<file path="src/rtl/lbp_mem_host.sv">
`default_nettype none
// ============================================================================
//  Module      : lbp_mem_host
//  Description : Memory-side responder for the LBP engine. It loads an 8x8
//                grey image, serves the engine's pixel reads with one cycle of
//                latency, and captures the engine's result writes. When the
//                engine finishes, it streams the result image out through a
//                valid/ready port. It also flags border, range, count and
//                timeout errors.
//  Revision    : 1.0 - initial release
// ============================================================================
module lbp_mem_host #(
   parameter int IMG_W   = 8,
   parameter int ADDR_W  = 6,
   parameter int GRAY_W  = 14,
   parameter int TIMEOUT = 4096
) (
   input  logic              clk,
   input  logic              reset_n,
   input  logic              start,
   input  logic              ld_valid,
   input  logic [7:0]        ld_data,
   output logic              ld_ready,
   output logic              eng_rst,
   input  logic [ADDR_W-1:0] gray_addr,
   input  logic              gray_req,
   output logic [GRAY_W-1:0] gray_data,
   input  logic [ADDR_W-1:0] lbp_addr,
   input  logic              lbp_write,
   input  logic [GRAY_W-1:0] lbp_data,
   input  logic              finish,
   output logic              rd_valid,
   input  logic              rd_ready,
   output logic [ADDR_W-1:0] rd_addr,
   output logic [7:0]        rd_data,
   output logic              done,
   output logic              err_border,
   output logic              err_range,
   output logic              err_count,
   output logic              err_timeout
);

   localparam int                DEPTH     = IMG_W * IMG_W;
   localparam int                TO_W      = $clog2(TIMEOUT);
   localparam logic [6:0]        WR_EXPECT = 7'((IMG_W - 2) * (IMG_W - 2));
   localparam logic [ADDR_W-1:0] LAST_IDX  = ADDR_W'(DEPTH - 1);
   localparam logic [TO_W-1:0]   TO_LAST   = TO_W'(TIMEOUT - 1);

   localparam logic [2:0] S_IDLE    = 3'd0;
   localparam logic [2:0] S_LOAD    = 3'd1;
   localparam logic [2:0] S_SERVE   = 3'd2;
   localparam logic [2:0] S_READOUT = 3'd3;
   localparam logic [2:0] S_DONE    = 3'd4;

   logic [2:0]        state;
   logic [2:0]        state_nxt;
   logic [ADDR_W-1:0] idx;
   logic [TO_W-1:0]   to_cnt;
   logic [6:0]        wr_cnt;
   logic [6:0]        wr_cnt_nxt;
   logic [7:0]        gray_ram [DEPTH];
   logic [7:0]        res_ram  [DEPTH];

   logic ld_beat;
   logic rd_beat;
   logic write_en;
   logic timeout_hit;
   logic border_hit;
   logic range_hit;

   assign ld_beat     = (state == S_LOAD) && ld_valid;
   assign rd_beat     = (state == S_READOUT) && rd_ready;
   assign write_en    = (state == S_SERVE) && lbp_write;
   assign timeout_hit = (state == S_SERVE) && !finish && (to_cnt == TO_LAST);
   assign border_hit  = (lbp_addr[2:0] == 3'd0) || (lbp_addr[2:0] == 3'd7) ||
                        (lbp_addr[5:3] == 3'd0) || (lbp_addr[5:3] == 3'd7);
   assign range_hit   = |lbp_data[GRAY_W-1:8];
   // Count including a write in the current cycle, so a finish that coincides
   // with the last write sees the committed total.
   assign wr_cnt_nxt  = (write_en && (wr_cnt != 7'h7f)) ? wr_cnt + 7'd1 : wr_cnt;

   assign rd_addr = idx;
   assign rd_data = res_ram[idx];

   // State register
   always_ff @(posedge clk or negedge reset_n) begin
      if (!reset_n) state <= S_IDLE;
      else          state <= state_nxt;
   end

   // Next-state logic
   always_comb begin
      state_nxt = state;
      case (state)
         S_IDLE:    if (start) state_nxt = S_LOAD;
         S_LOAD:    if (ld_beat && (idx == LAST_IDX)) state_nxt = S_SERVE;
         S_SERVE:   if (finish || timeout_hit) state_nxt = S_READOUT;
         S_READOUT: if (rd_beat && (idx == LAST_IDX)) state_nxt = S_DONE;
         S_DONE:    state_nxt = S_IDLE;
         default:   state_nxt = S_IDLE;
      endcase
   end

   // State-decoded outputs; the engine runs only while SERVE is active
   always_comb begin
      ld_ready = (state == S_LOAD);
      eng_rst  = (state != S_SERVE);
      rd_valid = (state == S_READOUT);
      done     = (state == S_DONE);
   end

   // Index, timeout and write counters plus the registered read data
   always_ff @(posedge clk or negedge reset_n) begin
      if (!reset_n) begin
         idx       <= '0;
         to_cnt    <= '0;
         wr_cnt    <= '0;
         gray_data <= '0;
      end else begin
         if (state == S_IDLE)
            idx <= '0;
         else if (ld_beat || rd_beat)
            idx <= (idx == LAST_IDX) ? '0 : idx + 1'b1;

         to_cnt <= (state == S_SERVE) ? to_cnt + 1'b1 : '0;
         wr_cnt <= (state == S_SERVE) ? wr_cnt_nxt : '0;

         if ((state == S_SERVE) && gray_req)
            gray_data <= {{(GRAY_W-8){1'b0}}, gray_ram[gray_addr]};
      end
   end

   // Sticky error flags, cleared when a new image load begins
   always_ff @(posedge clk or negedge reset_n) begin
      if (!reset_n) begin
         err_border  <= 1'b0;
         err_range   <= 1'b0;
         err_count   <= 1'b0;
         err_timeout <= 1'b0;
      end else if ((state == S_IDLE) && start) begin
         err_border  <= 1'b0;
         err_range   <= 1'b0;
         err_count   <= 1'b0;
         err_timeout <= 1'b0;
      end else if (state == S_SERVE) begin
         if (write_en && border_hit)          err_border  <= 1'b1;
         if (write_en && range_hit)           err_range   <= 1'b1;
         if (finish && (wr_cnt_nxt != WR_EXPECT)) err_count <= 1'b1;
         if (timeout_hit)                     err_timeout <= 1'b1;
      end
   end

   // Image and result storage; loading a pixel also clears its result slot
   always_ff @(posedge clk) begin
      if (ld_beat) begin
         gray_ram[idx] <= ld_data;
         res_ram[idx]  <= 8'h00;
      end else if (write_en) begin
         res_ram[lbp_addr] <= lbp_data[7:0];
      end
   end

endmodule
`default_nettype wire

</file>
<file path="config.mk">
export PLATFORM = sky130hd
export DESIGN_NAME = lbp_mem_host
export DESIGN_NICKNAME = d
export VERILOG_FILES = /design/src/rtl/lbp_mem_host.sv
export SDC_FILE = /design/constraint.sdc
export NUM_CORES = 1
export LEC_CHECK = 0
export ABC_AREA = 1
export CELL_PAD_IN_SITES_DETAIL_PLACEMENT = 1
export CELL_PAD_IN_SITES_GLOBAL_PLACEMENT = 1
export CORE_MARGIN = 4
export CORE_UTILIZATION = 57
export CTS_BUF_LIST = sky130_fd_sc_hd__clkbuf_4 sky130_fd_sc_hd__clkbuf_8
export CTS_CLUSTER_SIZE = 24
export DETAILED_ROUTE_END_ITERATION = 10
export GPL_TIMING_DRIVEN = 0
export PLACE_DENSITY = 0.86
export SLEW_MARGIN = 5
export SYNTH_ARGS = -nofsm -noshare
export SYNTH_HDL_FRONTEND = slang
export SYNTH_SLANG_ARGS = --single-unit
</file>
<file path="constraint.sdc">
create_clock -name clk -period 5.05 [get_ports clk]
set_input_delay 1.01 -clock clk [delete_from_list [all_inputs] [get_ports clk]]
set_output_delay 1.01 -clock clk [all_outputs]
set_load 0.01 [all_outputs]
</file>
==> flow_summary.ini, run 1 <==
[yosys]
yosys.area.top_type = edfxtp_1
yosysSeqAreaShare = 0.747
synth_flop_cell = edfxtp_1
synthAdderAreaFrac = 0.000883
synth.top_cell.area_share = 0.724
synth_top_family_by_area = simple AND/OR/NAND/NOR gates
netlist_area_sq_mm = 0.0425
synth-edff-count = 1024
synth_cells = 3490
yosys_warnings = 0
avgSynthCellArea_sq_um = 12.2
synthMuxAreaShare = 0
synth_compound_area_frac = 0.0254
synth-simple-area-share = 0.196
yosysUniqueCellTypes = 40
synthXorXnorAreaFrac = 0.000412
synth_seq_cells = 1064
async_reset_ff_frac = 0.0376
synth.area.top_cells = edfxtp_1 (72%), nand2_1 (9.9%), nand3_1 (6.0%)

[route]
ant_nets = 0
drc_errors = 0
vias = 32600
top_layer_used = met5
wl_met2_microns = 77100
routed_wl_microns = 162000
met1Wirelength_microns = 52600
drt_first_pass_iters = 6
met3_length_microns = 17100
viasPerCell = 6.72
drt_iter0_markers = 4999
wl_per_cell_microns = 33.5

[layout]
seq_area_sq_mm = 0.0318
utilization = 0.656
fin_nets = 3799
synthToLayoutAreaGrowth_pct = 13.5
final_cell_mix = nand2_1 (1122), edfxtp_1 (1024), nand3_1 (511), nor2_1 (197), clkbuf_8 (173)
fill_cells = 7223
multi_input_area_sq_mm = 0.00963
stdcell_area_sq_mm = 0.0482
final_common_cell = nand2_1
drive_above_1_share = 0.122

[global_routing]
grt_usage = 0.410
grt-ovfl-total = 0
grt_pass1_wl_microns = 230000
grt_max_degree = 65
grt_pass1_vias = 34200
antenna_found_initial = 6

[sta]
max_freq_ghz = 0.195
finClkSkew_ns = 0.0397
period_minus_slack_ns = 5.12
worst_slew_pin_slew_ns = 1.46
hold_viol = 0
finalCritPeriodShare = 1.01
layout_setup_ws_ns = -0.0656
slew_headroom = 0.0263
drv_slew = 0
finalSetupViolCount = 6

[critical_path]
crit_fanout = 10
cp-end-kind = primary output
crit_arrival_ns = 4.11
critPathLaunch = rd_addr[1]$_DFFE_PN0P_
path_class = reg2out
r2r_cells = 6
worst_ep_required_time_ns = 4.04
r2r_start = rd_addr[2]$_DFFE_PN0P_
start_kind = flop

[place]
place_hpwl_microns = 102000
routabilityCongestion = 0.938
io_buffers = 67
post_dp_cell_area_sq_mm = 0.0448

[floorplanning]
die_h_microns = 281
core-area_sq_mm = 0.0735
io_pins = 78
num_rows = 99
die_w_microns = 281
die_area_sq_mm = 0.0790
start_util = 0.578

[outcome]
failed_checks = setup timing
status = finished with violations

[clock_tree]
postCtsHoldBufs = 0
cts_buffer_depth = 3
cts.clk_slew.worst_paths_ns = 0.07
cts_root_buffer = clkbuf_8
clkLatencyLatePin_ns = 0.86
postCtsSetupBuffers = 0
htree_num_levels = 4
clock-sinks = 1064
cts_tree = yes
cts_buffers = 167

[power]
powerDensity_mw_per_mm2 = 455
leakagePower_nw = 17.5
power.total_w = 0.0219
peakVddDrop_mv = 0.375

[min_path]
hold_path_class = in2async

[job]
max_cap_violations = 0
## logic make-up (layout without fill, tap and decap cells)
| logic type | Yosys count | count (layout) |
|---|---|---|
| xor gates and xnor gates | 2 | 2 |
| and+or+nand+nor | 1963 | 1963 |
| other | 1 | 9 |
| adders and majority gates | 3 | 3 |
| DFF | 1064 | 1064 |
| buffers and inverters | 286 | 680 |
| AOI/OAI and AO/OA | 171 | 171 |
## cell type report
class / instances / area share
Buffer: 178 / 0.0190
Antenna cell: 3 / 0.000156
Sequential cell: 1064 / 0.659
Tap cell: 959 / 0.0249
Clock buffer: 239 / 0.0597
Inverter: 108 / 0.00846
Clock inverter: 65 / 0.00830
Multi-Input combinational cell: 2145 / 0.200
Timing Repair Buffer: 90 / 0.0213
## power breakdown
| part | internal (W) | switching, W |
|---|---|---|
| sequential | 0.00997 | 0.000104 |
| clock | 0.00376 | 0.00368 |
| combinational | 0.00107 | 0.00335 |
| total | 0.0148 | 0.00713 |
## worst max-delay path: stages, from the launching register on
cell	delay, ns
dfrtp_1	0.41
buf_4	0.23
inv_2	0.12
nand3_4	0.21
inv_4	0.17
buf_4	0.27
a22oi_1	0.30
nand3_1	0.15
o21ai_1	0.29
nand2_1	0.21
nor2_1	0.26
nand2_1	0.14
clkdlybuf4s50_1	0.50
## cells in the mapped netlist, types with 3 or more instances
library cell  instances
nand4_1              78
edfxtp_1           1024
nor3_1               20
inv_1                98
buf_1                23
nand2_1            1123
nand3_1             511
clkbuf_1             43
nor2_2                3
nor3_2                6
buf_4                15
dfrtp_1              40
o2bb2ai_1             7
a22oi_1              56
o21ai_1               9
ha_1                  3
inv_2                10
a21oi_1              30
nand3_2               3
nor2_1              206
nand2_2               5
or2_1                 3
o21ai_0              57
buf_2                96
## final timing paths
| kind | endpoint | slack (ns) |
|---|---|---|
| worst min register to register | to_cnt[0]$_DFF_PN0_ | 0.47 |
| min in group clk | to_cnt[0]$_DFF_PN0_ | 0.47 |
| worst max-delay path | rd_data[6] | -0.07 |
| max in group asynchronous | wr_cnt[4]$_DFF_PN0_ | 4.43 |
| worst min-delay path | gray_data[6]$_DFFE_PN0P_ | 0.1 |
| worst max register to register | gray_ram[8][0]$_DFFE_PP_ | 0.98 |
## state kept, by name, indices dropped and copies added (netlist names)
register,count
gray_ram,512
res_ram,512
to_cnt,12
gray_data,8
wr_cnt,7
rd_addr,6
state,3
err_border,1
err_count,1
err_range,1
err_timeout,1
## per-stage QoR
stage	TNS [ns]	hold slack (ns)	cells	setup slack, ns
2_1_floorplan	0	0.433	3495	1.77
3_3_place_gp	-284.60	0.447	4521	-0.838
3_5_place_dp	0	0.466	4544	0.412
4_1_cts	0	0.0699	4848	0.0114
5_1_grt	-0.0202	0.0913	4849	-0.0118
6_report	-0.192	0.0959	4851	-0.0656
## metal layers
layer  up-vias  track usage
met4         2        0.318
met1     16000        0.471
met3       886       0.0994
li1      12900            -
met2      2823        0.668
met5         -            0
## what timing repair did
item | 4_1_cts | 5_1_grt
endpoints found under the setup margin | 8 | 8
resized for setup | 26 | 20
pin swaps | 0 | 0
Power figures use the tool's default switching activity.
==> run 2, diff against run 1 <==
--- a/config.mk
+++ b/config.mk
@@ -9,12 +9,12 @@
 export CELL_PAD_IN_SITES_DETAIL_PLACEMENT = 1
 export CELL_PAD_IN_SITES_GLOBAL_PLACEMENT = 1
 export CORE_MARGIN = 4
-export CORE_UTILIZATION = 57
+export CORE_UTILIZATION = 53
 export CTS_BUF_LIST = sky130_fd_sc_hd__clkbuf_4 sky130_fd_sc_hd__clkbuf_8
 export CTS_CLUSTER_SIZE = 24
 export DETAILED_ROUTE_END_ITERATION = 10
 export GPL_TIMING_DRIVEN = 0
-export PLACE_DENSITY = 0.86
+export PLACE_DENSITY_LB_ADDON = 0.1
 export SLEW_MARGIN = 5
 export SYNTH_ARGS = -nofsm -noshare
 export SYNTH_HDL_FRONTEND = slang
==> constraint.sdc (replaced) <==
create_clock -name clk -period 5 [get_ports clk]
set_input_delay 1 -clock clk [delete_from_list [all_inputs] [get_ports clk]]
set_output_delay 1 -clock clk [all_outputs]
set_load 0.01 [all_outputs]
==> flow_summary.ini, run 2 (same netlist as run 1, synthesis figures left out) <==
[outcome]
status = finished, final reports clean

[sta]
holdWs_ns = 0.0337
max_freq_ghz = 0.201
drv_slew = 0
finClkSkew_ns = 0.0322
worst_slew_pin_slew_ns = 1.23
rsz0062_at_grt = false
finalSetupTns_ns = 0
layout_setup_ws_ns = 0.0222
finalCritPeriodShare = 0.996
finalSetupViolCount = 0
slew_headroom = 0.180
hold_viol = 0
period_minus_slack_ns = 4.98

[critical_path]
r2r-end = gray_ram[33][1]$_DFFE_PP_
critPathLaunch = rd_addr[2]$_DFFE_PN0P_
r2r_cells = 7
crit_arrival_ns = 3.98
worst_ep_required_time_ns = 4.00
r2r_setup_slack_ns = 1.22
cp-end-kind = primary output
r2r_start = rd_addr[0]$_DFFE_PN0P_
path_class = reg2out
crit_fanout = 10
cp-endpoint = rd_data[3]
start_kind = flop

[power]
leakagePower_nw = 17.5
peakVddDrop_mv = 0.390
power.total_w = 0.0218
powerDensity_mw_per_mm2 = 451

[clock_tree]
cts_tree = yes
cts.clk_slew.worst_paths_ns = 0.06
postCtsSetupBuffers = 0
postCtsHoldBufs = 0
clock-sinks = 1064
cts_buffers = 171
htree_num_levels = 4
cts_root_buffer = clkbuf_8
cts_buffer_depth = 3
clkLatencyLatePin_ns = 0.87

[route]
drc_errors = 0
viasPerCell = 6.17
routed_wl_microns = 149000
wl_per_cell_microns = 30.2
ant_nets = 0
drt_iter0_markers = 3388
vias = 30400
drt_first_pass_iters = 6

[global_routing]
grt-ovfl-total = 0
antenna_found_initial = 1
grt_pass1_wl_microns = 213000
grt_usage = 0.348
grt_pass1_vias = 31800
grt_max_degree = 65

[place]
place_ws_ns = 0.162
routabilityCongestion = 0.944
place_hpwl_microns = 99700
io_buffers = 67

[job]
max_cap_violations = 0

[floorplanning]
io_pins = 78
num_rows = 103
die_w_microns = 291
die_h_microns = 291
core-area_sq_mm = 0.0793
start_util = 0.536
die_area_sq_mm = 0.0848

[layout]
drive_above_1_share = 0.122
final_cell_mix = nand2_1 (1123), edfxtp_1 (1024), nand3_1 (511), nor2_1 (197), clkbuf_8 (182)
seq_area_sq_mm = 0.0318
top_regs = gray_ram: 512 flops, res_ram: 512 flops, to_cnt: 12 flops
fill_cells = 7983
fin_nets = 3802
final_common_cell = nand2_1
synthToLayoutAreaGrowth_pct = 13.7
multi_input_area_sq_mm = 0.00963

[min_path]
hold_path_class = in2async
-- run 2: cell count changes in the layout (fill, tap and decap cells not counted), sizes merged --
cell    before  now
clkinv      53   52
clkbuf     290  283
inv        119  116
buf        159  160
diode        3    1
-- run 2: per-stage QoR --
step	utilization	instance area (sq um)	instances
floorplan	-	42500	3495
global placement	0.561	44500	4612
detailed placement	0.567	44900	4634
CTS	0.609	48300	4929
global route	0.610	48300	4930
finish	0.610	48300	4930
-- run 2: cell type report --
class | count | area share
clock buffer | 234 | 0.0599
multi-input combinational | 2145 | 0.199
timing repair buffer | 89 | 0.0210
antenna | 1 | 0.0000518
tap | 1050 | 0.0272
buffer | 178 | 0.0189
sequential | 1064 | 0.657
clock inverter | 61 | 0.00813
inverter | 108 | 0.00849
-- run 2: timing repair --
item / 4_1_cts / 5_1_grt
gates cloned: 0 / 0
resized for setup: 29 / 11
endpoints found under the setup margin: 8 / 8
endpoints found under the hold margin: 0 / 0
-- run 2: worst max-delay path, stage by stage (launching register included) --
cell and delay [ns]:
dfrtp_1 0.43, buf_4 0.21, nor3_2 0.32, clkbuf_4 0.35, buf_2 0.45, a21oi_1 0.15, nand4_1 0.10, nand2_1 0.11
nand2_1 0.24, nor2_1 0.07, nand2_1 0.11, clkdlybuf4s50_1 0.56
-- run 2: worst min-delay path by stage --
stage                     cells past startpoint                 endpoint                start  slack [ns]
after floorplan                               1      to_cnt[0]$_DFF_PN0_  to_cnt[0]$_DFF_PN0_        0.43
after global placement                        1      to_cnt[0]$_DFF_PN0_  to_cnt[0]$_DFF_PN0_        0.45
after detailed placement                      1      to_cnt[0]$_DFF_PN0_  to_cnt[0]$_DFF_PN0_        0.46
after CTS                                     1  err_timeout$_DFFE_PN0P_              reset_n       0.007
after global routing                          1  err_timeout$_DFFE_PN0P_              reset_n        0.04
final                                         1   rd_addr[4]$_DFFE_PN0P_              reset_n        0.03
-- run 2: routing by layer --
| layer | global-route usage | up-vias | share of wire |
|---|---|---|---|
| met2 | 0.576 | 1742 | 0.49 |
| li1 | - | 12900 | - |
| met5 | 0 | - | 0 |
| met1 | 0.419 | 15300 | 0.35 |
| met3 | 0.0601 | 543 | 0.081 |
| met4 | 0.240 | 0 | 0.082 |
-- run 2: report_power, final --
group	internal, W	switching (W)	leakage, nW
Sequential	0.0101	0.0000887	10.0
Combinational	0.00108	0.00319	5.72
Clock	0.00382	0.00355	1.76
